[config.mk]
export PLATFORM = sky130hd
export DESIGN_NAME = pipe_stage_buffer
export DESIGN_NICKNAME = d
export VERILOG_FILES = /design/src/rtl/pipe_stage_buffer.sv
export SDC_FILE = /design/constraint.sdc
export NUM_CORES = 1
export LEC_CHECK = 0
export ABC_AREA = 0
export BUFFER_PORTS_ARGS = -buffer_cell sky130_fd_sc_hd__buf_2
export CAP_MARGIN = 20
export CELL_PAD_IN_SITES_DETAIL_PLACEMENT = 2
export CELL_PAD_IN_SITES_GLOBAL_PLACEMENT = 2
export CORE_AREA = 2 2 79 81
export CTS_BUF_LIST = sky130_fd_sc_hd__clkbuf_4
export CTS_CLUSTER_SIZE = 40
export DETAILED_ROUTE_END_ITERATION = 7
export DIE_AREA = 0 0 81 83
export PLACE_DENSITY_LB_ADDON = 0.08
export SLEW_MARGIN = 20
export SYNTH_ARGS = -nofsm -noshare
export SYNTH_HDL_FRONTEND = slang
export SYNTH_SLANG_ARGS = --single-unit
[constraint.sdc]
create_clock -name clk -period 1.3 [get_ports clk]
set_input_delay 0.26 -clock clk [delete_from_list [all_inputs] [get_ports clk]]
set_output_delay 0.26 -clock clk [all_outputs]
set_load 0.005 [all_outputs]
[src/rtl/pipe_stage_buffer.sv]
// pipe_stage_buffer: elastic valid/ready pipeline-stage register carrying a
// WIDTH-bit payload between two pipeline stages, with synchronous flush for
// branch squash.
//
// Build option PIPE_STAGE_BUFFER_SKID_EN:
//   defined   -> two-entry skid buffer (main + skid), every output registered,
//                no combinational path from out_ready to in_ready.
//   undefined -> single main register; in_ready = !out_valid | out_ready is
//                combinational, occupancy is 0 or 1.
//
// Priority on every clock edge: rst > flush > normal handshake transitions.
// Payload registers are only loaded by an accepted transfer (never on a flush
// cycle), so a squashed payload can never reach out_data.

module pipe_stage_buffer #(
  parameter int               WIDTH       = 32,
  parameter logic [WIDTH-1:0] RESET_VALUE = {WIDTH{1'b0}}
) (
  input  logic             clk,
  input  logic             rst,
  input  logic             in_valid,
  output logic             in_ready,
  input  logic [WIDTH-1:0] in_data,
  output logic             out_valid,
  input  logic             out_ready,
  output logic [WIDTH-1:0] out_data,
  input  logic             flush,
  output logic [1:0]       occupancy
);

`ifdef PIPE_STAGE_BUFFER_SKID_EN

  // State encoding doubles as the live-entry count.
  localparam logic [1:0] ST_EMPTY = 2'd0;
  localparam logic [1:0] ST_ONE   = 2'd1;
  localparam logic [1:0] ST_FULL  = 2'd2;

  logic [1:0]       state_r;
  logic [1:0]       state_s;
  logic [WIDTH-1:0] main_r;
  logic [WIDTH-1:0] main_s;
  logic [WIDTH-1:0] skid_r;
  logic [WIDTH-1:0] skid_s;
  logic             in_ready_r;
  logic             out_valid_r;
  logic [1:0]       occupancy_r;
  logic             in_fire_s;
  logic             out_fire_s;

  assign in_fire_s  = in_valid & in_ready_r;
  assign out_fire_s = out_valid_r & out_ready;

  // Next-state and payload-load decisions for the EMPTY/ONE/FULL machine.
  always_comb begin
    state_s = state_r;
    main_s  = main_r;
    skid_s  = skid_r;
    if (flush) begin
      // Squash: drop every live entry, load nothing.
      state_s = ST_EMPTY;
    end else begin
      case (state_r)
        ST_EMPTY: begin
          if (in_fire_s) begin
            state_s = ST_ONE;
            main_s  = in_data;
          end else begin
            state_s = ST_EMPTY;
          end
        end
        ST_ONE: begin
          if (in_fire_s && out_fire_s) begin
            // Pass-through: new payload replaces the one just delivered.
            state_s = ST_ONE;
            main_s  = in_data;
          end else if (in_fire_s) begin
            // Downstream stalled: the younger payload parks in skid.
            state_s = ST_FULL;
            skid_s  = in_data;
          end else if (out_fire_s) begin
            state_s = ST_EMPTY;
          end else begin
            state_s = ST_ONE;
          end
        end
        ST_FULL: begin
          // in_ready is low here, so only the drain side can move.
          if (out_fire_s) begin
            state_s = ST_ONE;
            main_s  = skid_r;
          end else begin
            state_s = ST_FULL;
          end
        end
        default: begin
          state_s = ST_EMPTY;
        end
      endcase
    end
  end

  // State, payload and registered handshake outputs, with synchronous reset.
  always_ff @(posedge clk) begin
    if (rst) begin
      state_r     <= ST_EMPTY;
      main_r      <= RESET_VALUE;
      skid_r      <= RESET_VALUE;
      in_ready_r  <= 1'b1;
      out_valid_r <= 1'b0;
      occupancy_r <= 2'd0;
    end else begin
      state_r     <= state_s;
      main_r      <= main_s;
      skid_r      <= skid_s;
      in_ready_r  <= (state_s != ST_FULL);
      out_valid_r <= (state_s != ST_EMPTY);
      occupancy_r <= state_s;
    end
  end

  assign in_ready  = in_ready_r;
  assign out_valid = out_valid_r;
  assign out_data  = main_r;
  assign occupancy = occupancy_r;

`else

  logic             valid_r;
  logic             valid_s;
  logic [WIDTH-1:0] main_r;
  logic [WIDTH-1:0] main_s;
  logic             in_ready_s;
  logic             in_fire_s;
  logic             out_fire_s;

  // Single-entry build: the stage can take a payload whenever the held one
  // leaves this cycle, so backpressure is a combinational path.
  assign in_ready_s = ~valid_r | out_ready;
  assign in_fire_s  = in_valid & in_ready_s;
  assign out_fire_s = valid_r & out_ready;

  // Next valid bit and payload for the single main register.
  always_comb begin
    valid_s = valid_r;
    main_s  = main_r;
    if (flush) begin
      valid_s = 1'b0;
    end else if (in_fire_s) begin
      valid_s = 1'b1;
      main_s  = in_data;
    end else if (out_fire_s) begin
      valid_s = 1'b0;
    end else begin
      valid_s = valid_r;
    end
  end

  // Main register with synchronous reset.
  always_ff @(posedge clk) begin
    if (rst) begin
      valid_r <= 1'b0;
      main_r  <= RESET_VALUE;
    end else begin
      valid_r <= valid_s;
      main_r  <= main_s;
    end
  end

  assign in_ready  = in_ready_s;
  assign out_valid = valid_r;
  assign out_data  = main_r;
  assign occupancy = {1'b0, valid_r};

`endif

endmodule

==> reports/results.ini, run 1 <==
[floorplanning]
ios=73
die_y_um=83
core_area_sq_mm=0.00582
die_area_sq_mm=0.00672
die_w_um=81
num_rows=28
start_util_pct=26.4

[logic_synthesis]
yosys_warnings=0
syn_nets=185
synth_mux_area_share_pct=20.8
syn_avg_cell_area_sq_um=10.4
synth_cells=148
synth_area_sq_mm=0.00154
synth_fa_ha_area_share_pct=0
synth_compound_area_share_pct=0
ys_ff_latch=33
synth_top_family_by_area=simple AND/OR/NAND/NOR gates
synth.distinct_cells=14
ys_seq_area_share_pct=43.0
synth_xor_area_share_pct=0
synthSimpleGateAreaFrac_pct=28.3

[clock_tree]
clk_latency_ps=330
cts_buffers=5
cts_tree=yes
cts.sinks=33
max-clock-path-buffers=2
htree_levels=2
cts_root_buf=clkbuf_4
clk_pin_slew_ps=100

[run_status]
status=complete, no violations

[global_routing]
grt_pass1_vias=1314
grt_antenna_before_repair=0
grt_start_max_net_pins=66
grtUsageTotal_pct=12.1
grt_overflow_total=0
grt_pass1_wl_um=6340

[drt]
wire_per_inst_um=13.6
drcViolationCount=0
drtIter0Drc=20
via_per_inst=4.18
drt-total-wl_um=4050
dr.pass1.iters=4
ant_nets=0
vias=1240

[setup_path]
required_ps=1040
cp-startpoint=out_valid
critPathLaunchType=register
critPathCaptureType=output port
reg2reg_from=out_valid
path_max_fanout=3
rr_worst_depth=5
cp-endpoint=in_ready
r2r_slack_ps=40
cp.arrival_ps=1020
reg2reg_to=out_data[16]
path_class=register to output port

[power_and_ir_drop]
p_int_mw=1.46
switching_share_pct=26.3
power_density_mw_per_mm2=953
p_seq_share_pct=55.0
p_leak_nw=0.950
max-vdd-ir-drop_mv=0.485
p_comb_share_pct=17.3
total_power_mw=1.98
switchingPower_uw=521
power_frac_clock_pct=27.8

[placed_design]
io_buffers=71
post-dp-hpwl_um=2820
place_congestion=0.597

[timing]
setup_viol=0
fmax_ghz=0.783
setup_tns_ps=0
tightest_slew_ps=767
relSlewSlack_pct=48.9
maxSlewViolCount=0
period_needed_ps=1280
min_period_over_period_pct=98.2
rsz0062_at_grt=yes
finClkSkew_ps=4.99
hold_viol_final=0

[cells_and_area]
multi_input_area_sq_um=769
diodes=0
nets=258
final_util_pct=35.8
fillers=666
area_delta_synth_final_pct=35.2
layout-drive-gt1-share_pct=40.1
register_area_sq_um=662

[job]
cap_viol_max_count=0

[hold_path]
hold_path_class=input port to register

[worst max-delay path, stage by stage (launching register included)]
cell	delay, ps
dfxtp_2	340
nor2b_4	180
inv_1	50
buf_2	120
[final cells by class]
cell class / count / share of cell area, %
flip-flops and latches: 33 / 31.8
clock inverters: 3 / 0.602
inverters: 1 / 0.181
well taps: 75 / 4.51
repair buffers: 79 / 24.1
multi-input cells: 101 / 37.0
clock buffers: 5 / 1.81
[state kept, by name, summed over array words and instances, names as in the netlist]
signal,count
out_data,32
out_valid,1
[through the flow]
step	cells	hold WS, ps	area (sq um)	setup WS, ps
after CTS	292	97.9	1980	-18.7
final	297	124	2080	23.1
after global placement	283	457	1920	76.5
after floorplan	148	339	1540	175
after global routing	297	119	2080	-60.9
after detailed placement	283	462	1920	-21.1
[power groups by stage]
stage	clock, mW	sequential [mW]	combinational (mW)
after floorplan	0	1.12	0.179
after global placement	0	1.11	0.296
after detailed placement	0	1.11	0.311
after CTS	0.601	1.09	0.315
after global routing	0.641	1.10	0.381
final	0.550	1.09	0.342
[placed cells by master, fill, tap and decap left out]
cell type  count
mux2i_2        1
nand2b_1      64
buf_6          2
clkinv_2       1
inv_1          1
nor2_1         1
dfxtp_1       32
conb_1         1
mux2i_1       31
clkinv_1       2
buf_4          1
buf_2         71
clkbuf_16      3
nor2b_4        1
clkbuf_4       5
nor3b_4        1
buf_12         2
nor3_1         1
dfxtp_2        1
[layer usage]
| layer | share of wire, % | global-route usage, % | routed length, um | vias up |
|---|---|---|---|---|
| li1 | - | - | - | 609 |
| met1 | 41 | 13.9 | 1650 | 581 |
| met2 | 50 | 20.2 | 2010 | 44 |
| met3 | 8.1 | 5.11 | 327 | 6 |
| met4 | 1.4 | 3.70 | 56 | 0 |
| met5 | 0 | 0 | 0 | - |
[synth_stat cells, drive strengths merged]
cell type | n | area, sq um
nor3b | 1 | 12.5
dfxtp | 33 | 661
conb | 1 | 3.75
buf | 7 | 91.3
nor2b | 1 | 13.8
mux2i | 32 | 320
inv | 1 | 3.75
nor2 | 1 | 3.75
nor3 | 1 | 5.00
nand2b | 64 | 400
clkbuf | 6 | 22.5
[cell families (layout without fill, tap and decap cells)]
| logic type | Yosys count | after routing |
|---|---|---|
| mux | 32 | 32 |
| simple gates | 68 | 68 |
| other cells | 1 | 1 |
| buf+inv | 14 | 88 |
| flops | 33 | 33 |
[what timing repair did]
item / in CTS / in global routing
hold buffers: 0 / 0
gates resized for setup: 1 / 3
buffers inserted: 1 / 2
gates cloned: 0 / 3
setup endpoints to repair: 3 / 30
[worst min path at each step]
stage,startpoint,endpoint,slack [ps],cells after the start
2_1_floorplan,flush,out_valid,340,1
3_3_place_gp,out_data[29],out_data[29],460,2
3_5_place_dp,out_data[23],out_data[23],460,2
4_1_cts,flush,out_valid,100,2
5_1_grt,flush,out_valid,120,2
6_report,flush,out_valid,120,2
(Power assumes the default switching activity.)
==> run 2, diff against run 1 <==
==> constraint.sdc (replaced) <==
create_clock -name clk -period 1.3 [get_ports clk]
set_input_delay 0.195 -clock clk [delete_from_list [all_inputs] [get_ports clk]]
set_output_delay 0.195 -clock clk [all_outputs]
set_load 0.005 [all_outputs]
==> run 2 against run 1 <==
Sequential share of layout area rose by 0.13 points; sequential cell count did not move; global-route usage fell by 0.15 points; via count rose by 0.32%.
==> reports/results.ini, run 2 (synthesis gave the netlist of run 1 again) <==
[timing]
rsz0062_at_grt=yes
relSlewSlack_pct=48.6
hold_slack_ps=59.2
fmax_ghz=0.775
maxSlewViolCount=0
tightest_slew_ps=771
setup_viol=0
period_needed_ps=1290
timing.final.ws_setup_ps=9.24
hold_viol_final=0
min_period_over_period_pct=99.3
finClkSkew_ps=18.5

[cells_and_area]
final_common_cell=buf_2
nets=256
final_cells=295
final_util_pct=35.6
multi_input_area_sq_um=766
design_area_sq_mm=0.00207
final_cell_mix=buf_2, nand2b_1, mux2i_1, dfxtp_1, clkbuf_4
area_delta_synth_final_pct=34.7
layout-drive-gt1-share_pct=40.0
diodes=0
largest_reg_flops=32
register_area_sq_um=662
fillers=689

[drt]
ant_nets=0
drt-total-wl_um=4050
wire_per_inst_um=13.7
drcViolationCount=0
drtIter0Drc=36
dr.pass1.iters=2
vias=1244
via_per_inst=4.22

[power_and_ir_drop]
switching_share_pct=27.2
p_int_mw=1.47
p_seq_share_pct=54.1
power_frac_clock_pct=28.9
power_density_mw_per_mm2=973
p_comb_share_pct=17.0
switchingPower_uw=547
p_leak_nw=0.941
max-vdd-ir-drop_mv=0.349

[clock_tree]
cts_buffers=5
cts_root_buf=clkbuf_4
htree_levels=2
clk_pin_slew_ps=120
cts_tree=yes
clk_latency_ps=330
max-clock-path-buffers=2
cts.sinks=33

[global_routing]
grt_antenna_before_repair=0
grtUsageMet3_pct=4.89
grt_pass1_wl_um=6230
grt_pass1_vias=1309
grtUsageTotal_pct=12.0
busiest_layer=met2
grt_overflow_total=0
met1_usage_pct=13.8
grt_start_max_net_pins=66
grt_util_met2_pct=20.2

[setup_path]
rr_worst_depth=5
crit_family=simple AND/OR/NAND/NOR gates
reg2reg_to=out_data[9]
crit_chain=nor2b_4, nor3b_4, buf_12, clkbuf_16, mux2i_1
cp.arrival_ps=1550
path_max_fanout=8
reg2reg_from=out_valid
cp-endpoint=out_data[9]
critPathMaxStageDelay_ps=340
cpMaxStageDelayCell=dfxtp_2
critPathCaptureType=register
required_ps=1560
path_class=register to register
r2r_slack_ps=9
cp-startpoint=out_valid
cp.depth=5
critPathLaunchType=register
path_buf_inv=2

[floorplanning]
die_area_sq_mm=0.00672
start_util_pct=26.4
die_w_um=81
die_y_um=83
ios=73
core_area_sq_mm=0.00582
num_rows=28

[placed_design]
place_ws_ps=38.8
place_inst=283
io_buffers=71
place_congestion=0.597
placed_area_sq_mm=0.00192
post-dp-hpwl_um=2860

[hold_path]
hold_path_class=input port to register

[run_status]
status=complete, no violations

[job]
cap_viol_max_count=0

run 2: cell count changes in the layout (fill, tap and decap cells not counted), sizes merged:
cell / change
clkinv: -1
clkinvlp: +1
buf: -2
run 2: how the worst min path moves through the flow:
stage,depth (start not counted),to,startpoint,slack (ps)
floorplan,1,out_valid,flush,270
global placement,2,out_valid,flush,420
detailed placement,2,out_valid,flush,430
CTS,2,out_valid,flush,50
global route,2,out_valid,flush,40
finish,2,out_valid,flush,60
run 2: power groups by stage:
stage	registers [mW]	clock network [mW]	logic (mW)
3_5_place_dp	1.11	0	0.313
4_1_cts	1.09	0.621	0.313
3_3_place_gp	1.11	0	0.296
5_1_grt	1.10	0.678	0.376
6_report	1.09	0.583	0.342
2_1_floorplan	1.12	0	0.179
run 2: layer usage:
metal,routed length (um),vias up,part of all wire (%)
met4,42,0,1.0
met1,1680,585,41
li1,-,612,-
met2,2060,42,51
met3,268,5,6.6
met5,0,-,0
run 2: worst register-to-register path, delay by kind of cell, from the launching register on:
kind	cells	cell delay, ps
buffers and inverters	2	340
muxes	1	200
and+or+nand+nor	2	350
DFF	1	340
run 2: layout make-up:
class | instances | area share, %
well taps | 75 | 4.53
multi-input cells | 101 | 37.0
flip-flops and latches | 33 | 32.0
inverters | 1 | 0.181
clock inverters | 3 | 0.846
repair buffers | 77 | 23.7
clock buffers | 5 | 1.81
run 2: repair_timing:
action / in CTS / in global routing
hold buffers: 0 / 0
gates resized for setup: 0 / 1
endpoints found under the setup margin: 0 / 19
buffers inserted: 0 / 1
run 2: per-stage QoR:
step / setup TNS [ps] / power (mW)
floorplan: 0 / 1.30
global placement: 0 / 1.41
detailed placement: 0 / 1.43
CTS: 0 / 2.03
global route: -368 / 2.15
finish: 0 / 2.02
